[config.mk]
export PLATFORM = sky130hd
export DESIGN_NAME = sram_stage_sequencer_flat
export DESIGN_NICKNAME = d
export VERILOG_FILES = /design/src/rtl/sram_stage_sequencer_pkg.sv /design/src/rtl/sram_stage_sequencer_if.sv /design/src/rtl/sram_stage_sequencer_watchdog.sv /design/src/rtl/sram_stage_sequencer.sv /design/src/flat_wrapper.sv
export SDC_FILE = /design/constraint.sdc
export NUM_CORES = 1
export LEC_CHECK = 0
export CORE_MARGIN = 2
export CORE_UTILIZATION = 35
export CTS_CLUSTER_DIAMETER = 120
export DETAILED_ROUTE_END_ITERATION = 7
export MAX_ROUTING_LAYER = met4
export PLACE_DENSITY = 0.79
export RECOVER_POWER = 100
export SYNTH_ARGS = -nofsm -noshare
export SYNTH_HDL_FRONTEND = slang
export SYNTH_SLANG_ARGS = --single-unit
[constraint.sdc]
create_clock -name CLOCK_50_I -period 4 [get_ports CLOCK_50_I]
set_input_delay 0.8 -clock CLOCK_50_I [delete_from_list [all_inputs] [get_ports CLOCK_50_I]]
set_output_delay 0.8 -clock CLOCK_50_I [all_outputs]
set_load 0.1 [all_outputs]
[src/rtl/sram_stage_sequencer_pkg.sv]
// Shared state type and index sizing helpers for the SRAM stage sequencer.
package sram_seq_pkg;

    typedef enum logic [2:0] {
        S_IDLE,
        S_SELECT,
        S_START,
        S_RUN,
        S_DONE
    } seq_state_t;

    // The stage index must also hold NUM_CLIENTS itself ("past the last stage").
    function automatic int idx_width(input int num_clients);
        return $clog2(num_clients) + 1;
    endfunction

    // Width needed to select one of the real stages (never the past-the-end value).
    function automatic int sel_width(input int num_clients);
        return (num_clients > 1) ? $clog2(num_clients) : 1;
    endfunction

endpackage

[src/rtl/sram_stage_sequencer_if.sv]
// Stage-side and SRAM-controller-side bus of the stage sequencer.
interface sram_stage_sequencer_if #(
    parameter int NUM_CLIENTS = 2,
    parameter int ADDR_W      = 18,
    parameter int DATA_W      = 16
);
    logic [NUM_CLIENTS*ADDR_W-1:0] client_address_i;
    logic [NUM_CLIENTS*DATA_W-1:0] client_write_data_i;
    logic [NUM_CLIENTS-1:0]        client_we_n_i;
    logic [NUM_CLIENTS-1:0]        client_finish_i;
    logic [NUM_CLIENTS-1:0]        client_start_o;
    logic [ADDR_W-1:0]             idle_address_i;
    logic [ADDR_W-1:0]             SRAM_address_o;
    logic [DATA_W-1:0]             SRAM_write_data_o;
    logic                          SRAM_we_n_o;

    // Sequencer side: starts stages and owns the SRAM controller port.
    modport master (
        input  client_address_i, client_write_data_i, client_we_n_i,
        input  client_finish_i, idle_address_i,
        output client_start_o, SRAM_address_o, SRAM_write_data_o, SRAM_we_n_o
    );

    // Stage / display-reader / SRAM-controller side.
    modport slave (
        output client_address_i, client_write_data_i, client_we_n_i,
        output client_finish_i, idle_address_i,
        input  client_start_o, SRAM_address_o, SRAM_write_data_o, SRAM_we_n_o
    );
endinterface

[src/rtl/sram_stage_sequencer_watchdog.sv]
// Per-stage watchdog: counts enabled cycles from a clear, flags the terminal count.
module seq_watchdog #(
    parameter int TIMEOUT_W = 26,
    parameter int TIMEOUT   = 49999999
) (
    input  logic CLOCK_50_I,
    input  logic resetn,
    input  logic clear_i,
    input  logic enable_i,
    output logic expired_o
);
    logic [TIMEOUT_W-1:0] count_q;

    // Cycle counter; clear has priority so a new stage always starts from zero.
    // NOTE: clocked state uses non-blocking (<=) so every register samples pre-edge values.
    always_ff @(posedge CLOCK_50_I or negedge resetn) begin
        if (!resetn) begin
            count_q <= '0;
        end else if (clear_i) begin
            count_q <= '0;
        end else if (enable_i) begin
            count_q <= count_q + 1'b1;
        end
    end

    assign expired_o = (count_q == TIMEOUT_W'(TIMEOUT - 1));
endmodule

[src/rtl/sram_stage_sequencer.sv]
// Runs enabled processing stages in index order and hands the single SRAM port
// to the running stage, returning it to the display reader when idle.
module sram_stage_sequencer
    import sram_seq_pkg::*;
#(
    parameter int NUM_CLIENTS = 2,
    parameter int ADDR_W      = 18,
    parameter int DATA_W      = 16,
    parameter int TIMEOUT_W   = 26,
    parameter int TIMEOUT     = 49999999
) (
    input  logic                                  CLOCK_50_I,
    input  logic                                  resetn,
    input  logic                                  run_i,
    input  logic                                  abort_i,
    input  logic [NUM_CLIENTS-1:0]                enable_mask_i,
    sram_stage_sequencer_if.master                bus,
    output logic [idx_width(NUM_CLIENTS)-1:0]     active_client_o,
    output logic                                  busy_o,
    output logic                                  done_o,
    output logic                                  timeout_o,
    output logic                                  display_enable_o
);
    localparam int IDX_W = idx_width(NUM_CLIENTS);
    localparam int SEL_W = sel_width(NUM_CLIENTS);
    localparam logic [IDX_W-1:0] END_IDX = IDX_W'(NUM_CLIENTS);

    seq_state_t             state_q, state_d;
    logic [IDX_W-1:0]       index_q, index_d;
    logic [SEL_W-1:0]       sel_q, sel_d;
    logic [NUM_CLIENTS-1:0] mask_q, mask_d;
    logic [NUM_CLIENTS-1:0] start_q;
    logic                   timeout_d;
    logic                   wd_clear, wd_enable, wd_expired;

    assign sel_q = index_q[SEL_W-1:0];
    assign sel_d = index_d[SEL_W-1:0];

    seq_watchdog #(
        .TIMEOUT_W (TIMEOUT_W),
        .TIMEOUT   (TIMEOUT)
    ) u_watchdog (
        .CLOCK_50_I (CLOCK_50_I),
        .resetn     (resetn),
        .clear_i    (wd_clear),
        .enable_i   (wd_enable),
        .expired_o  (wd_expired)
    );

    // Next-state logic: stage walk, finish/timeout handling, abort override.
    // NOTE: every signal gets a default first so no path leaves it unassigned (no latches).
    always_comb begin
        state_d   = state_q;
        index_d   = index_q;
        mask_d    = mask_q;
        timeout_d = timeout_o;
        wd_clear  = 1'b0;
        wd_enable = 1'b0;
        unique case (state_q)
            S_IDLE: begin
                if (run_i) begin
                    mask_d    = enable_mask_i;
                    timeout_d = 1'b0;
                    index_d   = '0;
                    state_d   = S_SELECT;
                end
            end
            S_SELECT: begin
                if (index_q == END_IDX) begin
                    state_d = S_DONE;
                end else if (!mask_q[sel_q]) begin
                    index_d = index_q + 1'b1;
                end else begin
                    state_d = S_START;
                end
            end
            S_START: begin
                wd_clear = 1'b1;
                state_d  = S_RUN;
            end
            S_RUN: begin
                wd_enable = 1'b1;
                if (bus.client_finish_i[sel_q]) begin
                    index_d = index_q + 1'b1;
                    state_d = S_SELECT;
                end else if (wd_expired) begin
                    timeout_d = 1'b1;
                    state_d   = S_IDLE;
                end
            end
            S_DONE: begin
                state_d = S_IDLE;
            end
            default: begin
                state_d = S_IDLE;
            end
        endcase
        if (abort_i && (state_q != S_IDLE)) begin
            state_d   = S_IDLE;
            timeout_d = timeout_o;
        end
    end

    // State register plus control outputs registered from the next state.
    always_ff @(posedge CLOCK_50_I or negedge resetn) begin
        if (!resetn) begin
            state_q          <= S_IDLE;
            index_q          <= '0;
            mask_q           <= '0;
            start_q          <= '0;
            busy_o           <= 1'b0;
            done_o           <= 1'b0;
            timeout_o        <= 1'b0;
            display_enable_o <= 1'b1;
            active_client_o  <= END_IDX;
        end else begin
            state_q          <= state_d;
            index_q          <= index_d;
            mask_q           <= mask_d;
            start_q          <= (state_d == S_START) ? (NUM_CLIENTS'(1) << sel_d) : '0;
            busy_o           <= (state_d != S_IDLE);
            done_o           <= (state_d == S_DONE);
            timeout_o        <= timeout_d;
            display_enable_o <= (state_d == S_IDLE);
            active_client_o  <= (state_d == S_IDLE) ? END_IDX : index_d;
        end
    end

    assign bus.client_start_o = start_q;

    // SRAM port mux: the stage owns the port only while being started or running.
    always_comb begin
        bus.SRAM_address_o    = bus.idle_address_i;
        bus.SRAM_write_data_o = '0;
        bus.SRAM_we_n_o       = 1'b1;
        if ((state_q == S_START) || (state_q == S_RUN)) begin
            bus.SRAM_address_o    = bus.client_address_i[sel_q*ADDR_W +: ADDR_W];
            bus.SRAM_write_data_o = bus.client_write_data_i[sel_q*DATA_W +: DATA_W];
            bus.SRAM_we_n_o       = bus.client_we_n_i[sel_q];
        end
    end
endmodule

[src/flat_wrapper.sv]
// flat-port wrapper written by rule: the top's interface ports become plain ports
module sram_stage_sequencer_flat import sram_seq_pkg::*;
#(
    parameter int NUM_CLIENTS = 2,
    parameter int ADDR_W      = 18,
    parameter int DATA_W      = 16,
    parameter int TIMEOUT_W   = 26,
    parameter int TIMEOUT     = 49999999
)
  (CLOCK_50_I, resetn, run_i, abort_i, enable_mask_i, active_client_o, busy_o, done_o, timeout_o, display_enable_o, bus_client_address_i, bus_client_write_data_i, bus_client_we_n_i, bus_client_finish_i, bus_idle_address_i, bus_client_start_o, bus_SRAM_address_o, bus_SRAM_write_data_o, bus_SRAM_we_n_o);
  sram_stage_sequencer_if #(.NUM_CLIENTS(NUM_CLIENTS), .ADDR_W(ADDR_W), .DATA_W(DATA_W)) bus_i ();
  input  logic CLOCK_50_I;
  input  logic resetn;
  input  logic run_i;
  input  logic abort_i;
  input  logic [NUM_CLIENTS-1:0] enable_mask_i;
  output logic [idx_width(NUM_CLIENTS)-1:0] active_client_o;
  output logic busy_o;
  output logic done_o;
  output logic timeout_o;
  output logic display_enable_o;
  input wire logic [$bits(bus_i.client_address_i)-1:0] bus_client_address_i;
  input wire logic [$bits(bus_i.client_write_data_i)-1:0] bus_client_write_data_i;
  input wire logic [$bits(bus_i.client_we_n_i)-1:0] bus_client_we_n_i;
  input wire logic [$bits(bus_i.client_finish_i)-1:0] bus_client_finish_i;
  input wire logic [$bits(bus_i.idle_address_i)-1:0] bus_idle_address_i;
  output wire logic [$bits(bus_i.client_start_o)-1:0] bus_client_start_o;
  output wire logic [$bits(bus_i.SRAM_address_o)-1:0] bus_SRAM_address_o;
  output wire logic [$bits(bus_i.SRAM_write_data_o)-1:0] bus_SRAM_write_data_o;
  output wire logic [$bits(bus_i.SRAM_we_n_o)-1:0] bus_SRAM_we_n_o;
  assign bus_i.client_address_i = bus_client_address_i;
  assign bus_i.client_write_data_i = bus_client_write_data_i;
  assign bus_i.client_we_n_i = bus_client_we_n_i;
  assign bus_i.client_finish_i = bus_client_finish_i;
  assign bus_i.idle_address_i = bus_idle_address_i;
  assign bus_client_start_o = bus_i.client_start_o;
  assign bus_SRAM_address_o = bus_i.SRAM_address_o;
  assign bus_SRAM_write_data_o = bus_i.SRAM_write_data_o;
  assign bus_SRAM_we_n_o = bus_i.SRAM_we_n_o;
  sram_stage_sequencer #(.NUM_CLIENTS(NUM_CLIENTS), .ADDR_W(ADDR_W), .DATA_W(DATA_W), .TIMEOUT_W(TIMEOUT_W), .TIMEOUT(TIMEOUT)) u_core (.CLOCK_50_I(CLOCK_50_I), .resetn(resetn), .run_i(run_i), .abort_i(abort_i), .enable_mask_i(enable_mask_i), .bus(bus_i), .active_client_o(active_client_o), .busy_o(busy_o), .done_o(done_o), .timeout_o(timeout_o), .display_enable_o(display_enable_o));
endmodule
==> results.sh, run 1 <==
export IMPL_synth_edf_count=0
export IMPL_setup_violations=0
export IMPL_yosysWarningCount=0
export IMPL_crit_arrival_ns=2.61
export IMPL_fin_cells=549
export IMPL_synthTopCellsByArea="dfrtp_1, mux2i_1, nor2_1"
export IMPL_ir_drop_mv=0.522
export IMPL_syn_area_sq_mm=0.00273
export IMPL_crit_type="flop to output pin"
export IMPL_cts_max_level=2
export IMPL_cts_setup_buffers=0
export IMPL_clock_root_buffer="clkbuf_8"
export IMPL_cts_resized=0
export IMPL_startpoint_type="flop"
export IMPL_drc_errors=0
export IMPL_critPathRequiredTime_ns=3.20
export IMPL_core_area_sq_mm=0.00765
export IMPL_postCtsHoldBufs=0
export IMPL_layout_common_cells="clkdlybuf4s50_1, nor2_1, dfrtp_1"
export IMPL_cp_max_fo=61
export IMPL_start_util_pct=35.6
export IMPL_clkSinkCount=41
export IMPL_ant_nets=0
export IMPL_syn_to_final_growth_pct=50.8
export IMPL_ff2ff_setup_slack_ns=1.10
export IMPL_slew_viol_final=42
export IMPL_layout_drive_gt1_share_pct=13.2
export IMPL_ios=139
export IMPL_die_w_um=92.2
export IMPL_status="finished, violations left"
export IMPL_synth_nets=416
export IMPL_max_clock_freq_mhz=294
export IMPL_rsz0062_at_grt="false"
export IMPL_place_congestion=0.824
export IMPL_cts_tree="done"
export IMPL_path_clk_slew_ns=0.07
export IMPL_setup_tns_ns=0
export IMPL_worst_pin_slew_ns=2.10
export IMPL_fill_cells=688
export IMPL_seq_area_frac_synth_pct=37.7
export IMPL_placed_cells=541
export IMPL_wire_per_inst_um=13.8
export IMPL_drt_first_pass_iters=4
export IMPL_yosys_area_top_type="dfrtp_1"
export IMPL_portBuffers=138
export IMPL_grt_pass1_wl_um=12600
export IMPL_grt_use_total_pct=18.8
export IMPL_place_hpwl_um=6020
export IMPL_grt_max_degree=62
export IMPL_max_cap_violations=1
export IMPL_fin_ws_ns=0.595
export IMPL_antenna_found_initial=0
export IMPL_worstHoldPathType="flop to flop"
export IMPL_worstHoldPathCells=2
export IMPL_async_flop_share_pct=100
export IMPL_p_leak_nw=1.75
export IMPL_drt_iter0_drc=89
export IMPL_powerDensity_mw_per_mm2=691
export IMPL_fin_crit_sh_pct=85.1
export IMPL_skew_ns=0.00776
export IMPL_die_h_um=92.2
export IMPL_multi_input_area_sq_mm=0.00157
export IMPL_routed_wirelength_um=7590
export IMPL_hold_start="u_core.timeout_o"
export IMPL_rows=32
export IMPL_vias_per_cell=5.00
export IMPL_clk_path_buf_depth=2
export IMPL_end_kind="output pin"
export IMPL_synth_top_area_share_pct=35.8
export IMPL_relSlewSlack_pct=-40.3
export IMPL_violations="capacitance limit, slew limit"
export IMPL_place_ws_ns=1.08
export IMPL_syn_avg_cell_area_sq_um=8.60
export IMPL_final_common_cell="clkdlybuf4s50_1"
export IMPL_die_area_sq_mm=0.00851
export IMPL_numCtsBuffers=5
export IMPL_grt_overflow=0
export IMPL_rr_worst_depth=5
export IMPL_diodes=0
export IMPL_seqCellArea_sq_mm=0.00103
export IMPL_finalCriticalPeriod_ns=3.41
export IMPL_hold_viol_final=0
export IMPL_rr_startpoint="u_core.state_q[2]"
export IMPL_synth_top_flop_cell="dfrtp_1"
export IMPL_nets=545
export IMPL_ys_ff_latch=41
export IMPL_crit_start="u_core.state_q[2]"
export IMPL_finalHoldWorstSlack_ns=0.512
export IMPL_clk_latency_ns=0.30
export IMPL_dr_total_vias=2743
export IMPL_grt_pass1_vias=2704
export IMPL_syn_inst=317
export IMPL_yosys_cell_types_count=55
routing by layer:
metal | track usage (%) | wire length [um] | vias to the layer above
met5 | - | 0 | -
met3 | 3.45 | 441 | 11
met2 | 32.0 | 3880 | 107
met4 | 6.22 | 150 | 0
li1 | - | - | 1360
met1 | 22.7 | 3110 | 1265
report_power, final:
part	leakage [nW]	total (mW)	internal, mW	switching (mW)
Clock	0.0681	0.390	0.248	0.142
Combinational	1.14	1.89	0.449	1.44
Sequential	0.549	0.556	0.487	0.0688
Total	1.75	2.84	1.18	1.65
through the flow:
step / instance area (sq um) / power (mW) / utilization (%)
after floorplan: 2730 / 2.11 / -
after global placement: 4080 / 2.52 / 53.3
after detailed placement: 4080 / 2.54 / 53.3
after CTS: 4210 / 2.93 / 55.0
after global routing: 4110 / 2.98 / 53.7
final: 4110 / 2.84 / 53.7
flip-flops by register name (all words and copies together), names as in the netlist:
register,flops
u_core.timeout_o,1
u_core.state_q,3
u_core.bus.client_start_o,2
u_core.display_enable_o,1
u_core.u_watchdog.count_q,26
u_core.busy_o,1
u_core.mask_q,2
u_core.active_client_o,2
u_core.index_q,2
u_core.done_o,1
logic make-up after synthesis:
kind of cell               share of synthesized area, %
buffers and inverters                              4.64
AOI/OAI and AO/OA                                  11.5
DFF                                                37.7
muxes                                              14.8
xor gates and xnor gates                           5.14
and+or+nand+nor                                    24.8
adders and majority gates                          1.38
cells in the mapped netlist (2+ instances only):
cell	count
and3_1	2
o22a_1	2
inv_1	11
nand3_1	8
or4_1	3
mux2_2	2
nand2b_1	3
buf_1	3
o31ai_1	2
xnor2_1	15
mux2i_1	38
nor4b_1	2
dfstp_2	2
nand4_1	3
nor2_1	45
or3_1	4
ha_1	3
nand2_1	38
and2b_2	2
a21oi_1	5
dfrtp_1	39
clkbuf_1	13
o21ai_0	27
a22o_1	2
nor4_1	2
nor3_1	12
layout make-up:
cell class / instances / share of cell area [%]
Multi-Input combinational cell: 247 / 38.1
Sequential cell: 41 / 25.0
Clock inverter: 3 / 1.58
Timing Repair Buffer: 140 / 29.5
Clock buffer: 5 / 1.67
Tap cell: 102 / 3.11
Inverter: 11 / 1.00
critical path: stages (launching register included):
cell,delay [ns]
dfrtp_1,0.64
nand2b_2,0.90
nand2_1,0.14
o21ai_1,0.12
clkbuf_2,0.49
final timing paths:
kind / endpoint
setup reg to reg: u_core.u_watchdog.count_q[25]
setup / recovery: bus_SRAM_address_o[16]
hold / removal: u_core.timeout_o
min in group asynchronous: u_core.u_watchdog.count_q[15]
hold reg to reg: u_core.timeout_o
max in group asynchronous: u_core.mask_q[0]
Power figures use the tool's default switching activity.
==> inputs of run 2 (changes only) <==
Settings changed: GPL_ROUTABILITY_DRIVEN set to 1.
==> results of run 2 <==
No change in the layout: final DEF, timing and power equal those of run 1.
